[src/rtl/vx_elastic_buffer.sv]
// Elastic valid/ready buffer: passthrough, pipe register, skid buffer or FIFO with registered output.
// Optional occupancy output on `count` when VX_ELASTIC_BUFFER_COUNT_EN is defined.
module vx_elastic_buffer #(
    parameter int DATAW = 1,
    parameter int SIZE  = 2,
    parameter int CNTW  = (SIZE == 0) ? 1 : $clog2(SIZE + 1)
) (
    input  logic             clk,
    input  logic             reset,
    input  logic             valid_in,
    output logic             ready_in,
    input  logic [DATAW-1:0] data_in,
    output logic             valid_out,
    input  logic             ready_out,
    output logic [DATAW-1:0] data_out,
    output logic [CNTW-1:0]  count
);

    if (SIZE == 0) begin : g_pass
        logic unused_ok;
        assign unused_ok = ^{clk, reset};
        assign valid_out = valid_in;
        assign data_out  = data_in;
        assign ready_in  = ready_out;
        assign count     = '0;

    end else if (SIZE == 1) begin : g_pipe
        logic             valid_q;
        logic [DATAW-1:0] data_q;

        assign ready_in  = !valid_q || ready_out;
        assign valid_out = valid_q;
        assign data_out  = data_q;

        always_ff @(posedge clk) begin
            if (reset)         valid_q <= 1'b0;
            else if (ready_in) valid_q <= valid_in;
        end

        always_ff @(posedge clk) begin
            if (ready_in) data_q <= data_in;
        end

`ifdef VX_ELASTIC_BUFFER_COUNT_EN
        assign count = CNTW'(valid_q);
`else
        assign count = '0;
`endif

    end else if (SIZE == 2) begin : g_skid
        logic             valid_q, skid_vld_q;
        logic [DATAW-1:0] data_q, skid_q;
        logic             push, out_free;

        // ready_in comes from a flop only, breaking the ready_out -> ready_in path
        assign ready_in  = !skid_vld_q;
        assign push      = valid_in && ready_in;
        assign out_free  = !valid_q || ready_out;
        assign valid_out = valid_q;
        assign data_out  = data_q;

        always_ff @(posedge clk) begin
            if (reset) begin
                valid_q    <= 1'b0;
                skid_vld_q <= 1'b0;
            end else if (out_free) begin
                valid_q    <= skid_vld_q || push;
                skid_vld_q <= 1'b0;
            end else if (push) begin
                skid_vld_q <= 1'b1;
            end
        end

        always_ff @(posedge clk) begin
            if (out_free) begin
                if (skid_vld_q) data_q <= skid_q;
                else if (push)  data_q <= data_in;
            end else if (push) begin
                skid_q <= data_in;
            end
        end

`ifndef SYNTHESIS
        always_ff @(posedge clk) begin
            if (!reset) assert (!(push && !out_free && skid_vld_q));
        end
`endif

`ifdef VX_ELASTIC_BUFFER_COUNT_EN
        assign count = CNTW'(valid_q) + CNTW'(skid_vld_q);
`else
        assign count = '0;
`endif

    end else begin : g_fifo
        localparam int DEPTH = SIZE - 1;
        localparam int AW    = $clog2(DEPTH);

        logic [DATAW-1:0] mem [DEPTH];
        logic [DATAW-1:0] data_q;
        logic             valid_q;
        logic [AW-1:0]    rd_q, wr_q;
        logic [CNTW-1:0]  cnt_q, cnt_d;
        logic             push, pop, out_free, store_empty, store_wr;

        assign ready_in    = cnt_q < CNTW'(SIZE);
        assign push        = valid_in && ready_in;
        assign pop         = valid_q && ready_out;
        assign out_free    = !valid_q || ready_out;
        // cnt_q counts the output register too; the store is empty when that is all it holds
        assign store_empty = (cnt_q == CNTW'(valid_q));
        assign store_wr    = push && !(out_free && store_empty);
        assign valid_out   = valid_q;
        assign data_out    = data_q;

        always_comb begin
            cnt_d = cnt_q;
            if (push && !pop)      cnt_d = cnt_q + CNTW'(1);
            else if (pop && !push) cnt_d = cnt_q - CNTW'(1);
        end

        always_ff @(posedge clk) begin
            if (reset) begin
                valid_q <= 1'b0;
                rd_q    <= '0;
                wr_q    <= '0;
                cnt_q   <= '0;
            end else begin
                cnt_q <= cnt_d;
                if (out_free) begin
                    if (!store_empty) begin
                        valid_q <= 1'b1;
                        rd_q    <= (rd_q == AW'(DEPTH - 1)) ? '0 : rd_q + AW'(1);
                    end else begin
                        valid_q <= push;
                    end
                end
                if (store_wr) wr_q <= (wr_q == AW'(DEPTH - 1)) ? '0 : wr_q + AW'(1);
            end
        end

        always_ff @(posedge clk) begin
            if (out_free) begin
                if (!store_empty) data_q <= mem[rd_q];
                else if (push)    data_q <= data_in;
            end
            if (store_wr) mem[wr_q] <= data_in;
        end

`ifndef SYNTHESIS
        always_ff @(posedge clk) begin
            if (!reset) assert (!(store_wr && (cnt_q - CNTW'(valid_q)) == CNTW'(DEPTH)));
        end
`endif

`ifdef VX_ELASTIC_BUFFER_COUNT_EN
        assign count = cnt_q;
`else
        assign count = '0;
`endif
    end

endmodule

[config.mk]
export PLATFORM = sky130hd
export DESIGN_NAME = vx_elastic_buffer
export DESIGN_NICKNAME = d
export VERILOG_FILES = /design/src/rtl/vx_elastic_buffer.sv
export SDC_FILE = /design/constraint.sdc
export NUM_CORES = 1
export LEC_CHECK = 0
export ABC_AREA = 1
export CAP_MARGIN = 30
export CELL_PAD_IN_SITES_DETAIL_PLACEMENT = 2
export CELL_PAD_IN_SITES_GLOBAL_PLACEMENT = 2
export CORE_AREA = 2 2 39 41
export CTS_BUF_LIST = sky130_fd_sc_hd__clkbuf_8
export DETAILED_ROUTE_END_ITERATION = 10
export DIE_AREA = 0 0 41 43
export HOLD_SLACK_MARGIN = 0.05
export PLACE_DENSITY_LB_ADDON = 0.1
export SETUP_SLACK_MARGIN = 0.1
export SKIP_LAST_GASP = 1
export SLEW_MARGIN = 20
export SYNTH_ARGS = -nofsm -noshare
export SYNTH_HDL_FRONTEND = slang
export SYNTH_SLANG_ARGS = --single-unit
[constraint.sdc]
create_clock -name clk -period 0.8 [get_ports clk]
set_input_delay 0.12 -clock clk [delete_from_list [all_inputs] [get_ports clk]]
set_output_delay 0.12 -clock clk [all_outputs]
set_load 0.03 [all_outputs]
==> flow_metrics.tcl, run 1 <==
set metrics [dict create \
    outcome "complete, but fails checks" \
    violations "setup timing" \
    yosysTopAreaCell "edfxtp_1" \
    nets 42 \
    setup_viol 4 \
    ys_top_cells_by_count "4 x nand2_1, 3 x inv_1" \
    grt-ovfl-total 0 \
    cp-start-kind "register" \
    synth-async-reset-ratio_pct 0 \
    switching_share_pct 23.1 \
    synthDistinctLibCells 11 \
    drive_gt1_share_pct 55.6 \
    timing.hold.ws_ps 349 \
    root_buffer "clkbuf_8" \
    fmax_mhz 1100 \
    hold_violations 0 \
    postRouteAntennaNets 0 \
    yosys_warnings 0 \
    drt-wirelength-per-cell_um 9.52 \
    antenna_found_initial 0 \
    clkLatencyLatePin_ps 220 \
    rsz0062_at_grt "true" \
    fin_ws_ps -108 \
    synth_area_leaders "edfxtp_1 33%, dfxtp_1 22%, buf_4 8.2%, nand2_1 8.2%, inv_1 6.2%" \
    clock_skew_ps 7.19 \
    seqPwrFrac_pct 29.2 \
    synth_top_cell_area_share_pct 32.9 \
    synth_ff_type "edfxtp_1" \
    vdd_drop_max_v 0.00129 \
    powerDensity_nw_per_um2 2170 \
    wl_um 495 \
    worst-endpoint-required_ps 680 \
    cts_tree "done" \
    synth_area_um2 183 \
    fin_crit_sh_pct 114 \
    area_growth_pct 102 \
    die_h_um 43 \
    core_area_um2 1380 \
    clkPwrFrac_pct 55.2 \
    combPwrFrac_pct 15.7 \
    num_antenna_cells 0 \
    grt_pass1_wl_um 903 \
    path_class "reg2out" \
    period_needed_ps 908 \
    grt_pass1_vias 209 \
    io_buffer_count 7 \
    synth_edf_count 2 \
    die_w_um 41 \
    p_int_uw 616 \
    clockBufferDepth 2 \
    grt_max_degree 6 \
    ys_seq_area_share_pct 54.8 \
    final_core_utilization_pct 26.7 \
    multiInputGateArea_um2 70.1 \
    slew_violations 0 \
    num_rows 14 \
    cp.arrival_ps 790 \
    drt_first_pass_iters 1 \
    vias 183 \
    ys_seq_elements 4 \
    path_max_fanout 3 \
    switching_power_uw 185 \
    start_util_pct 13.2 \
    final_area_um2 369 \
    seqCellArea_um2 108 \
    drt-initial-drc-count 0 \
    grt_usage_pct 8.55 \
    clkTransAtPathRegs_ps 30 \
    viasPerCell 3.52 \
    synth.most_common_cell "nand2_1" \
    synth_area_per_cell_um2 8.70 \
    ios 10 \
    routabilityCongestion 0.634 \
    endpoint_kind "output pin" \
    p_leak_uw 0.000171 \
    die_area_um2 1760 \
    post-route-drc-count 0 \
    cts_buffers 3 \
    syn_inst 21 \
    hpwl_um 379 \
    placed_cell_area_um2 287 \
    hp-class "in2reg" \
    nFillCells 162 \
    clkSinkCount 4 \
    htreeDepth 1 \
    cap_violations 0 \
]
## flip-flops by register name, indices dropped and copies added, names as in the netlist
name,flops
data_out,1
g_skid.skid_q,1
valid_out,1
g_skid.skid_vld_q,1
## metal layers
metal / part of all wire, % / vias up / GRT usage [%]
met5: 0 / - / 0
met4: 0 / 0 / 4.00
met3: 7.9 / 0 / 7.85
met2: 59 / 6 / 12.2
met1: 33 / 85 / 8.09
li1: - / 92 / -
## worst max-delay path: stages (launching register included)
cell and delay, ps:
dfxtp_4 340, buf_6 110, buf_6 120
## per-stage QoR
step	power [uW]	setup TNS [ps]	setup WS, ps	std cells
6_report	802	-294	-108	52
5_1_grt	848	-508	-133	52
4_1_cts	814	-338	-113	52
3_5_place_dp	340	-1320	-343	46
3_3_place_gp	339	-1280	-342	46
2_1_floorplan	293	-60.3	-60.3	22
## logic make-up after synthesis
| logic type | after synthesis | synth area share, % |
|---|---|---|
| simple gates | 9 | 21.2 |
| buf+inv | 5 | 14.4 |
| flops | 4 | 54.8 |
| compound gates | 2 | 7.53 |
| other cells | 1 | 2.05 |
## power groups by stage
stage	sequential (uW)	clock, uW	combinational [uW]
CTS	234	454	126
finish	234	442	126
global route	236	476	136
detailed placement	236	0	104
global placement	236	0	103
floorplan	251	0	41.2
## final timing paths
check         endpoint  slack, ps  depth (start not counted)     startpoint
min          valid_out        350                          3       valid_in
max reg2reg   data_out        -60                          2      valid_out
max          valid_out       -110                          2      valid_out
min reg2reg   data_out        530                          2  g_skid.skid_q
## cell type report
cell class                      count  area share [%]
Inverter                            3            3.73
Clock inverter                      1            1.02
Tap cell                           16            5.42
Sequential cell                     4            29.2
Multi-Input combinational cell     13            19.0
Timing Repair Buffer               12            30.5
Clock buffer                        3            11.2
## placed cells by master, fill, tap and decap left out, types with 2 or more instances in the layout
| cell type | n |
|---|---|
| clkbuf_8 | 3 |
| edfxtp_1 | 2 |
| conb_1 | 2 |
| dfxtp_4 | 2 |
| nand2_2 | 2 |
| buf_6 | 4 |
| nor2_1 | 2 |
| inv_1 | 2 |
| nand2_1 | 2 |
| dlygate4sd2_1 | 2 |
| clkdlybuf4s50_1 | 2 |
| buf_4 | 4 |
## what timing repair did
action	4_1_cts	5_1_grt
setup endpoints to repair	8	8
hold buffers	0	0
resized for setup	9	1
pin swaps	4	3
setup buffers	2	0
No activity file was read; power rests on OpenSTA's default activity.
==> run 2: changes to the inputs <==
- RECOVER_POWER: unset -> 25
==> run 2 against run 1 <==
Effect of this change: the run still ends with setup timing left; final area unchanged; flip-flop and latch count did not move; critical endpoint unchanged; largest cell class unchanged; utilization unchanged; clock power is essentially flat; die area unchanged.
==> flow_metrics.tcl, run 2 (synthesis results as in run 1) <==
set metrics [dict create \
    worst-endpoint-required_ps 680 \
    cts_hold_buf 0 \
    grt_pass1_vias 209 \
    die_w_um 41 \
    cp.arrival_ps 790 \
    area_growth_pct 102 \
    io_buffer_count 7 \
    setup_viol 5 \
    slowest_stage "dfxtp_4" \
    routabilityCongestion 0.634 \
    grt_max_degree 6 \
    seqCellArea_um2 108 \
    clkTransAtPathRegs_ps 30 \
    power_uw 801 \
    drt_first_pass_iters 1 \
    die_h_um 43 \
    placed_cell_area_um2 287 \
    ios 10 \
    post-route-drc-count 0 \
    wl_um 495 \
    drive_gt1_share_pct 55.6 \
    root_buffer "clkbuf_8" \
    cap_violations 0 \
    p_leak_uw 0.000171 \
    multiInputGateArea_um2 70.1 \
    hold_violations 0 \
    cts_buffers 3 \
    drt-initial-drc-count 0 \
    drt-wirelength-per-cell_um 9.52 \
    num_antenna_cells 0 \
    viasPerCell 3.52 \
    slowest_delay_ps 340 \
    core_area_um2 1380 \
    cts_tree "done" \
    antenna_found_initial 0 \
    outcome "complete, but fails checks" \
    die_area_um2 1760 \
    path_max_fanout 3 \
    postRouteAntennaNets 0 \
    start_util_pct 13.2 \
    num_rows 14 \
    regToRegSetupSlack_ps -60 \
    clockBufferDepth 2 \
    path_class "reg2out" \
    crit_top_cell "buf_6" \
    worstPathBufferInverterCount 2 \
    fin_setup_tns_ps -329 \
    nets 42 \
    cp-start-kind "register" \
    cpLargestDelayFamily "flip-flops" \
    endpoint_kind "output pin" \
    powerDensity_nw_per_um2 2170 \
    htreeDepth 1 \
    nFillCells 162 \
    rsz0062_at_grt "true" \
    fin_crit_sh_pct 114 \
    hpwl_um 379 \
    final_cell_mix "4 x buf_6, 4 x buf_4, 3 x clkbuf_8" \
    hp-class "in2reg" \
    clock_skew_ps 7.19 \
    final_area_um2 369 \
    grt_pass1_wl_um 903 \
    period_needed_ps 908 \
    grt_usage_pct 8.55 \
    vias 183 \
    clkLatencyLatePin_ps 220 \
    grt-ovfl-total 0 \
    fmax_mhz 1100 \
    clkSinkCount 4 \
    vdd_drop_max_v 0.00129 \
    fin_ws_ps -108 \
    violations "setup timing" \
    slew_violations 0 \
    cp_cell_sequence "buf_6 -> buf_6" \
]
==> run 2: final cells by class <==
| class | instances | area share [%] |
|---|---|---|
| clock inverter | 1 | 1.02 |
| inverter | 3 | 3.73 |
| sequential | 4 | 29.2 |
| timing repair buffer | 12 | 30.5 |
| tap | 16 | 5.42 |
| clock buffer | 3 | 11.2 |
| multi-input combinational | 13 | 19.0 |
==> run 2: final timing paths <==
check	start	to	cells after the start
worst min register to register	g_skid.skid_q	data_out	2
worst min-delay path	valid_in	valid_out	3
worst max register to register	valid_out	data_out	2
worst max-delay path	valid_out	valid_out	2
==> run 2: worst reg2reg max path, delay by kind of cell, from the launching register on <==
| kind | cells | cell delay [ps] |
|---|---|---|
| DFF | 1 | 340 |
| buffers and inverters | 1 | 130 |
| AOI/OAI and AO/OA | 1 | 110 |
==> run 2: timing repair <==
item                       4_1_cts  5_1_grt
pin swaps                        4        3
setup buffers                    2        0
setup endpoints to repair        8        8
gates resized for setup          9        1
==> run 2: layer usage <==
metal	GRT usage, %	part of all wire, %	up-vias	wire, um
met3	7.85	7.9	0	39
met4	4.00	0	0	0
met5	0	0	-	0
met2	12.2	59	6	293
li1	-	-	92	-
met1	8.09	33	85	162
==> run 2: report_power, final <==
part           internal [uW]  leakage (uW)  total (uW)  switching [uW]
clock network            328     0.0000269         442             114
registers                226     0.0000366         234            8.05
logic                   61.7      0.000108         125            63.0
==> run 2: stage by stage <==
step	setup WS [ps]	utilization (%)	hold WS, ps	cells
2_1_floorplan	-60.3	-	219	22
3_3_place_gp	-342	20.7	533	46
5_1_grt	-133	26.7	380	52
4_1_cts	-113	26.5	351	52
6_report	-108	26.7	349	52
3_5_place_dp	-343	20.7	533	46
==> run 3: changes to the inputs <==
- ABC_CLOCK_PERIOD_IN_PS: unset -> 800
- HOLD_SLACK_MARGIN: 0.05 -> unset
- SLEW_MARGIN: 20 -> unset
==> results of run 3 <==
Final layout, timing and power as in run 2 (identical DEF).
